$ cat src/rtl/mux_nto1_reg.sv
// ---------------------------------------------------------------------------
// mux_nto1_reg
//   Registered N-to-1 word multiplexer with a held channel select. This is the
//   pipelined replacement for the single-cycle 2:1 word mux. It is used for
//   forwarding and writeback source selection, where the chosen word has to
//   arrive one clock later.
//
// Ports
//   clk        rising-edge clock for all state
//   rst        asynchronous, active-high reset
//   in_bus     NUM_IN packed channels; channel k = in_bus[k*WIDTH +: WIDTH]
//   in_valid   qualifies the current in_bus contents
//   sel        new channel select
//   sel_load   capture sel into the held select (also steers this cycle)
//   stall      freeze out / out_valid; the select register still loads
//   err_clr    clear the sticky out-of-range flag
//   out        registered selected word
//   out_valid  out holds a valid selected word
//   sel_q      currently held select
//   sel_err    sticky: an out-of-range select was used in a transfer cycle
// ---------------------------------------------------------------------------
module mux_nto1_reg #(
    parameter int               WIDTH       = 32,
    parameter int               NUM_IN      = 4,
    parameter int               SEL_W       = 2,
    parameter logic [WIDTH-1:0] DEFAULT_VAL = '0
) (
    input  logic                    clk,
    input  logic                    rst,
    input  logic [NUM_IN*WIDTH-1:0] in_bus,
    input  logic                    in_valid,
    input  logic [SEL_W-1:0]        sel,
    input  logic                    sel_load,
    input  logic                    stall,
    input  logic                    err_clr,
    output logic [WIDTH-1:0]        out,
    output logic                    out_valid,
    output logic [SEL_W-1:0]        sel_q,
    output logic                    sel_err
);

    // The channel count is held one bit wider than the select. That way the
    // range check also covers NUM_IN == 2**SEL_W, and select values are never
    // truncated or wrapped.
    localparam logic [SEL_W:0] NUM_IN_W = NUM_IN[SEL_W:0];

    logic [SEL_W-1:0] sel_hold_q, sel_hold_d;
    logic [WIDTH-1:0] out_q, out_d;
    logic             out_valid_q, out_valid_d;
    logic             sel_err_q, sel_err_d;

    logic [SEL_W-1:0] eff_sel;
    logic             eff_in_range;
    logic [WIDTH-1:0] chan_word;
    logic             err_event;

    // A load bypasses the select register, so it steers the capture made on
    // this same edge.
    assign eff_sel      = sel_load ? sel : sel_hold_q;
    assign eff_in_range = ({1'b0, eff_sel} < NUM_IN_W);

    always_comb begin
        chan_word = DEFAULT_VAL;
        for (int k = 0; k < NUM_IN; k++) begin
            if ({1'b0, eff_sel} == (SEL_W+1)'(k)) begin
                chan_word = in_bus[k*WIDTH +: WIDTH];
            end
        end
    end

    always_comb begin
        sel_hold_d  = sel_load ? sel : sel_hold_q;
        out_d       = out_q;
        out_valid_d = out_valid_q;
        err_event   = 1'b0;

        if (!stall) begin
            if (eff_in_range) begin
                // out still captures the word when in_valid is low; consumers
                // must qualify it with out_valid.
                out_d       = chan_word;
                out_valid_d = in_valid;
            end else begin
                out_d       = DEFAULT_VAL;
                out_valid_d = 1'b0;
                err_event   = 1'b1;
            end
        end

        // If an error event and a clear happen together, the set wins.
        if (err_event) begin
            sel_err_d = 1'b1;
        end else if (err_clr) begin
            sel_err_d = 1'b0;
        end else begin
            sel_err_d = sel_err_q;
        end
    end

    always_ff @(posedge clk or posedge rst) begin
        if (rst) begin
            sel_hold_q  <= '0;
            out_q       <= DEFAULT_VAL;
            out_valid_q <= 1'b0;
            sel_err_q   <= 1'b0;
        end else begin
            sel_hold_q  <= sel_hold_d;
            out_q       <= out_d;
            out_valid_q <= out_valid_d;
            sel_err_q   <= sel_err_d;
        end
    end

    assign out       = out_q;
    assign out_valid = out_valid_q;
    assign sel_q     = sel_hold_q;
    assign sel_err   = sel_err_q;

endmodule

$ cat config.mk
export PLATFORM = sky130hd
export DESIGN_NAME = mux_nto1_reg
export DESIGN_NICKNAME = d
export VERILOG_FILES = /design/src/rtl/mux_nto1_reg.sv
export SDC_FILE = /design/constraint.sdc
export NUM_CORES = 1
export LEC_CHECK = 0
export CORE_ASPECT_RATIO = 1.25
export CORE_UTILIZATION = 30
export CTS_BUF_LIST = sky130_fd_sc_hd__clkbuf_8
export DETAILED_ROUTE_END_ITERATION = 7
export HOLD_SLACK_MARGIN = 0.15
export PLACE_DENSITY = 0.82
export SLEW_MARGIN = 20
export SYNTH_ARGS = -nofsm -noshare
export SYNTH_HDL_FRONTEND = slang
export SYNTH_SLANG_ARGS = --single-unit
export TNS_END_PERCENT = 100
$ cat constraint.sdc
create_clock -name clk -period 2.1 [get_ports clk]
set_clock_uncertainty 0.15 [all_clocks]
set_input_delay 0.21 -clock clk [delete_from_list [all_inputs] [get_ports clk]]
set_output_delay 0.21 -clock clk [all_outputs]
set_load 0.01 [all_outputs]
# After elaboration in Yosys (flattened, before gate mapping)

Index checks and enable logic that the tools add are counted.

Reductions and logical operators: 1
Equality and inequality tests: 3
Muxes and demuxes: 5

Operators by type and width:

| cell                                                                  | count |
|---|---|
| 32-bit 2-to-1 mux                                                     | 4 |
| 2-bit equality test, second input constant                            | 2 |
| 2-bit by 1-bit equality test with 1-bit output, second input constant | 1 |
| 2-bit logical NOT                                                     | 1 |
| 2-bit 2-to-1 mux                                                      | 1 |

Logic and storage cells: 12
Output and inout bits: 36
Register bits after elaboration: 35
Bits of input ports: 136

# Depth between registers and ports, before layout

Depth in word-level cells: 6
Mapped depth: 6
Mapped depth without buffers: 4

# Worst setup path after synthesis

OpenSTA, ideal clock, no wires.

Path type: register to register
Start: register sel_hold_q[0], in the netlist sel_q[0]
End: register out_q[5], in the netlist out[5]
Arrival time: 1.329 ns
Setup slack: 0.534 ns
Required time: 1.863 ns
Period minus slack after synthesis: 1.566 ns
Buffers on the path: 2
Setup time: 0.087 ns
Cell stages (with the launch flop): 7
Path through: dfrtp_1 mux2_4 buf_6 nor3_4 buf_6 a22oi_2 o211ai_1

Longest elaborated chain between the ends: 6
Elaborated cells on any way between the ends: 9
Classes of those cells: eq/ne (3); mux (5); reduce/logical (1)

Ends and longest elaborated chain:

| what                            | RTL line | text |
|---|---|---|
| start, declared                 | 47       | `logic [SEL_W-1:0] sel_hold_q, sel_hold_d;` |
| start signal, assigned          | 107      | `sel_hold_q <= sel_hold_d;` |
| 2-bit 2-to-1 mux (*)            | -        |  |
| 2-bit logical NOT               | 65       | `if ({1'b0, eff_sel} == (SEL_W+1)'(k)) begin` |
| 32-bit 2-to-1 mux (3 in series) | 65       |  |
| 32-bit 2-to-1 mux (*)           | 65       |  |
| end signal, assigned            | 108      | `out_q <= out_d;` |
| end, declared                   | 48       | `logic [WIDTH-1:0] out_q, out_d;` |

Every way passes the cells marked *; elsewhere a longest branch is shown, timed or not.
A chain may end at the register's enable or synchronous reset.

# Worst setup path after layout

Start: input port sel_load
End: register out_q[22], in the netlist out[22]

Longest elaborated chain between the ends: 6
Elaborated cells on any way between the ends: 9
Classes of those cells: eq/ne (3); mux (5); reduce/logical (1)

Ends and longest elaborated chain:

| what                            | RTL line | text |
|---|---|---|
| start, declared                 | 33       | `input logic sel_load,` |
| 2-bit 2-to-1 mux (*)            | -        |  |
| 2-bit logical NOT               | 65       |  |
| 32-bit 2-to-1 mux (3 in series) | 65       |  |
| 32-bit 2-to-1 mux (*)           | 65       |  |

Marks and branches as above.

==> impl_metrics.ini <==
[floorplan]
initial_utilization_pct = 31.0
dieArea_mm2 = 0.00800
die_width_um = 80.2
fp.coreArea_mm2 = 0.00740
pin_count = 172
die-height_um = 99.7
row_count = 35

[yosys]
synthCells = 194
synthesis.nets = 330
synth_area_per_cell_um2 = 11.8
synth-seq-cells = 35
synth_top_family_by_area = compound AO/OA/AOI/OAI gates
ys_warn_count = 0
synth_adder_area_share_pct = 0
synth-simple-area-share_pct = 7.15
syn_area_mm2 = 0.00229
yosysSeqAreaShare_pct = 38.2
synth-xor-area-share_pct = 0
synth.distinct_cells = 24
synth-compound-area-share_pct = 32.3
muxShareOfSynthArea_pct = 16.2

[drt]
vias_per_cell = 4.98
initialDrtViolationCount = 35
first_pass_iters = 4
drc = 0
num_vias = 2268
avgRoutedWirePerCell_um = 16.3
wl_um = 7410
ant_nets = 0

[worst_setup_path]
cpMaxStageDelayCell = clkdlybuf4s50_1
crit_required_ns = 2.14
critPathKind = in2reg
cp_max_fo = 31
crit_family = buffers and inverters
endpoint_kind = flip-flop
cp.arrival_ns = 1.79
worst-path-stages = 6
r2r_cells = 5
critPathLaunchType = input port
crit_chain = clkdlybuf4s50_1 > mux2i_2 > buf_4 > nand2b_2 > buf_12 > o211ai_1
critPathMaxStageDelay_ns = 0.57
cp_num_buf_inv = 3

[timing]
fin_setup_tns_ns = 0
hold_viol = 0
fin_crit_sh_pct = 83.1
finalSetupViolCount = 0
clock.fmax_mhz = 573
rsz0062_at_grt = no
min_period_ns = 1.75
drv_slew = 0

[clock_tree]
worstSkewPairLatency_ns = 0.28
cts-root-buf = clkbuf_8
cts_max_level = 2
cts_tree = yes
clkSinkCount = 35
clockBufferDepth = 2
cts_buffers = 5
cts_setup_buffers = 0
clkTransAtPathRegs_ns = 0.07

[place]
hpwl_um = 5640
io_buffers = 169
dp_cells = 448
place_congestion = 0.778

[global_routing]
grt_max_degree = 36
grt_usage_pct = 18.8
antenna_found_initial = 0
grt_pass1_vias = 2514
grt.overflow.total = 0
grt_pass1_wl_um = 11500

[pwr]
leakage_nw = 1.66
power_density_mw_per_mm2 = 554
p_int_mw = 1.63
p_sw_mw = 0.672
p_sw_share_pct = 29.1
pwr-share-seq_pct = 37.6
combPwrFrac_pct = 43.5
ir_drop_mv = 0.289
p_clk_share_pct = 18.9

[cells_and_area]
antenna_cells = 0
nNetsFinal = 500
final_common_cell = clkdlybuf4s50_1
final_cell_count_no_fill = 455
final_cell_mix = 168 x clkdlybuf4s50_1, 35 x dfrtp_1, 33 x mux2i_1, 31 x nand2_1, 30 x a22oi_2
area_delta_synth_final_pct = 81.7
drive_above_1_share_pct = 20.7

[job]
max-cap-violations = 0

[hold_path]
hold_class = in2async

[status]
status = completed
per-stage QoR:
step / instance area, um^2 / hold slack (ns) / utilization (%) / power (mW) / setup slack [ns]
after detailed placement: 4080 / 0.353 / 55.1 / 1.89 / 0.0597
after global routing: 4160 / 0.242 / 56.3 / 2.44 / 0.275
after floorplan: 2290 / 0.183 / - / 1.32 / 0.534
final: 4160 / 0.201 / 56.3 / 2.31 / 0.354
after global placement: 4080 / 0.354 / 55.1 / 1.87 / 0.116
after CTS: 4160 / 0.205 / 56.3 / 2.34 / 0.360
layer usage:
metal / wire length, um / track usage, % / up-vias
li1: - / - / 1070
met1: 2690 / 20.3 / 1078
met2: 4070 / 35.2 / 98
met3: 432 / 2.84 / 22
met5: 0 / 0 / -
met4: 223 / 8.65 / 0
what timing repair did:
item                      4_1_cts  5_1_grt
hold buffers                    1        0
gates resized for setup         0        0
hold endpoints to repair        1        0
cells in the mapped netlist:
cell       n  share of area (%)
dfrtp_1   35                 38
mux2i_1   33                 14
nand2_1   31                5.1
a22oi_2   30                 16
o211ai_2  21                 11
o211ai_1  10                3.3
buf_4      6                2.0
buf_2      5                1.1
buf_6      4                2.0
clkbuf_1   3               0.49
inv_1      3               0.49
a21oi_1    1               0.22
a221oi_2   1               0.65
a22oi_1    1               0.33
and3b_1    1               0.38
conb_1     1               0.16
mux2_2     1               0.49
mux2_4     1               0.65
mux2i_2    1               0.60
nand2b_1   1               0.27
nand3_1    1               0.22
nand3b_1   1               0.33
nor2_1     1               0.16
nor3_4     1               0.71
path summary, 6_finish.rpt:
| check | start | slack, ns | end |
|---|---|---|---|
| max in group asynchronous | rst | 1.27 | out[28] |
| min in group clk | in_bus[106] | 0.34 | out[10] |
| hold / removal | rst | 0.20 | out[14] |
| setup / recovery | sel_load | 0.35 | out[22] |
| hold reg to reg | out_valid | 0.38 | out_valid |
| setup reg to reg | sel_q[0] | 0.51 | out[22] |
power groups by stage:
stage	Combinational, mW	Sequential [mW]	Clock, mW
3_3_place_gp	0.993	0.873	0
6_report	1.00	0.867	0.437
3_5_place_dp	1.01	0.881	0
2_1_floorplan	0.389	0.928	0
4_1_cts	1.01	0.870	0.460
5_1_grt	1.07	0.881	0.486
layout make-up:
cell class	count	area, um^2
multi-input cells	138	1280
inverters	3	11.3
well taps	92	115
repair buffers	181	1800
clock inverters	1	3.75
fillers	677	3240
flip-flops and latches	35	876
clock buffers	5	68.8
tightest hold or removal path: stages:
cell	delay (ns)
clkdlybuf4s50_1	0.40
inv_1	0.05
buf_4	0.40
state kept, by name (all words and copies together), names as in the netlist:
register	count
out_valid	1
out	32
sel_q	2
cell families (layout without fill, tap and decap cells):
logic type             after synthesis  after routing
AO/OA/AOI/OAI                       64             64
AND/OR/NAND/NOR                     37             37
multiplexers                        36             36
flip-flops                          35             35
buffers and inverters               21            190
other                                1              1
(Power assumes the default switching activity.)
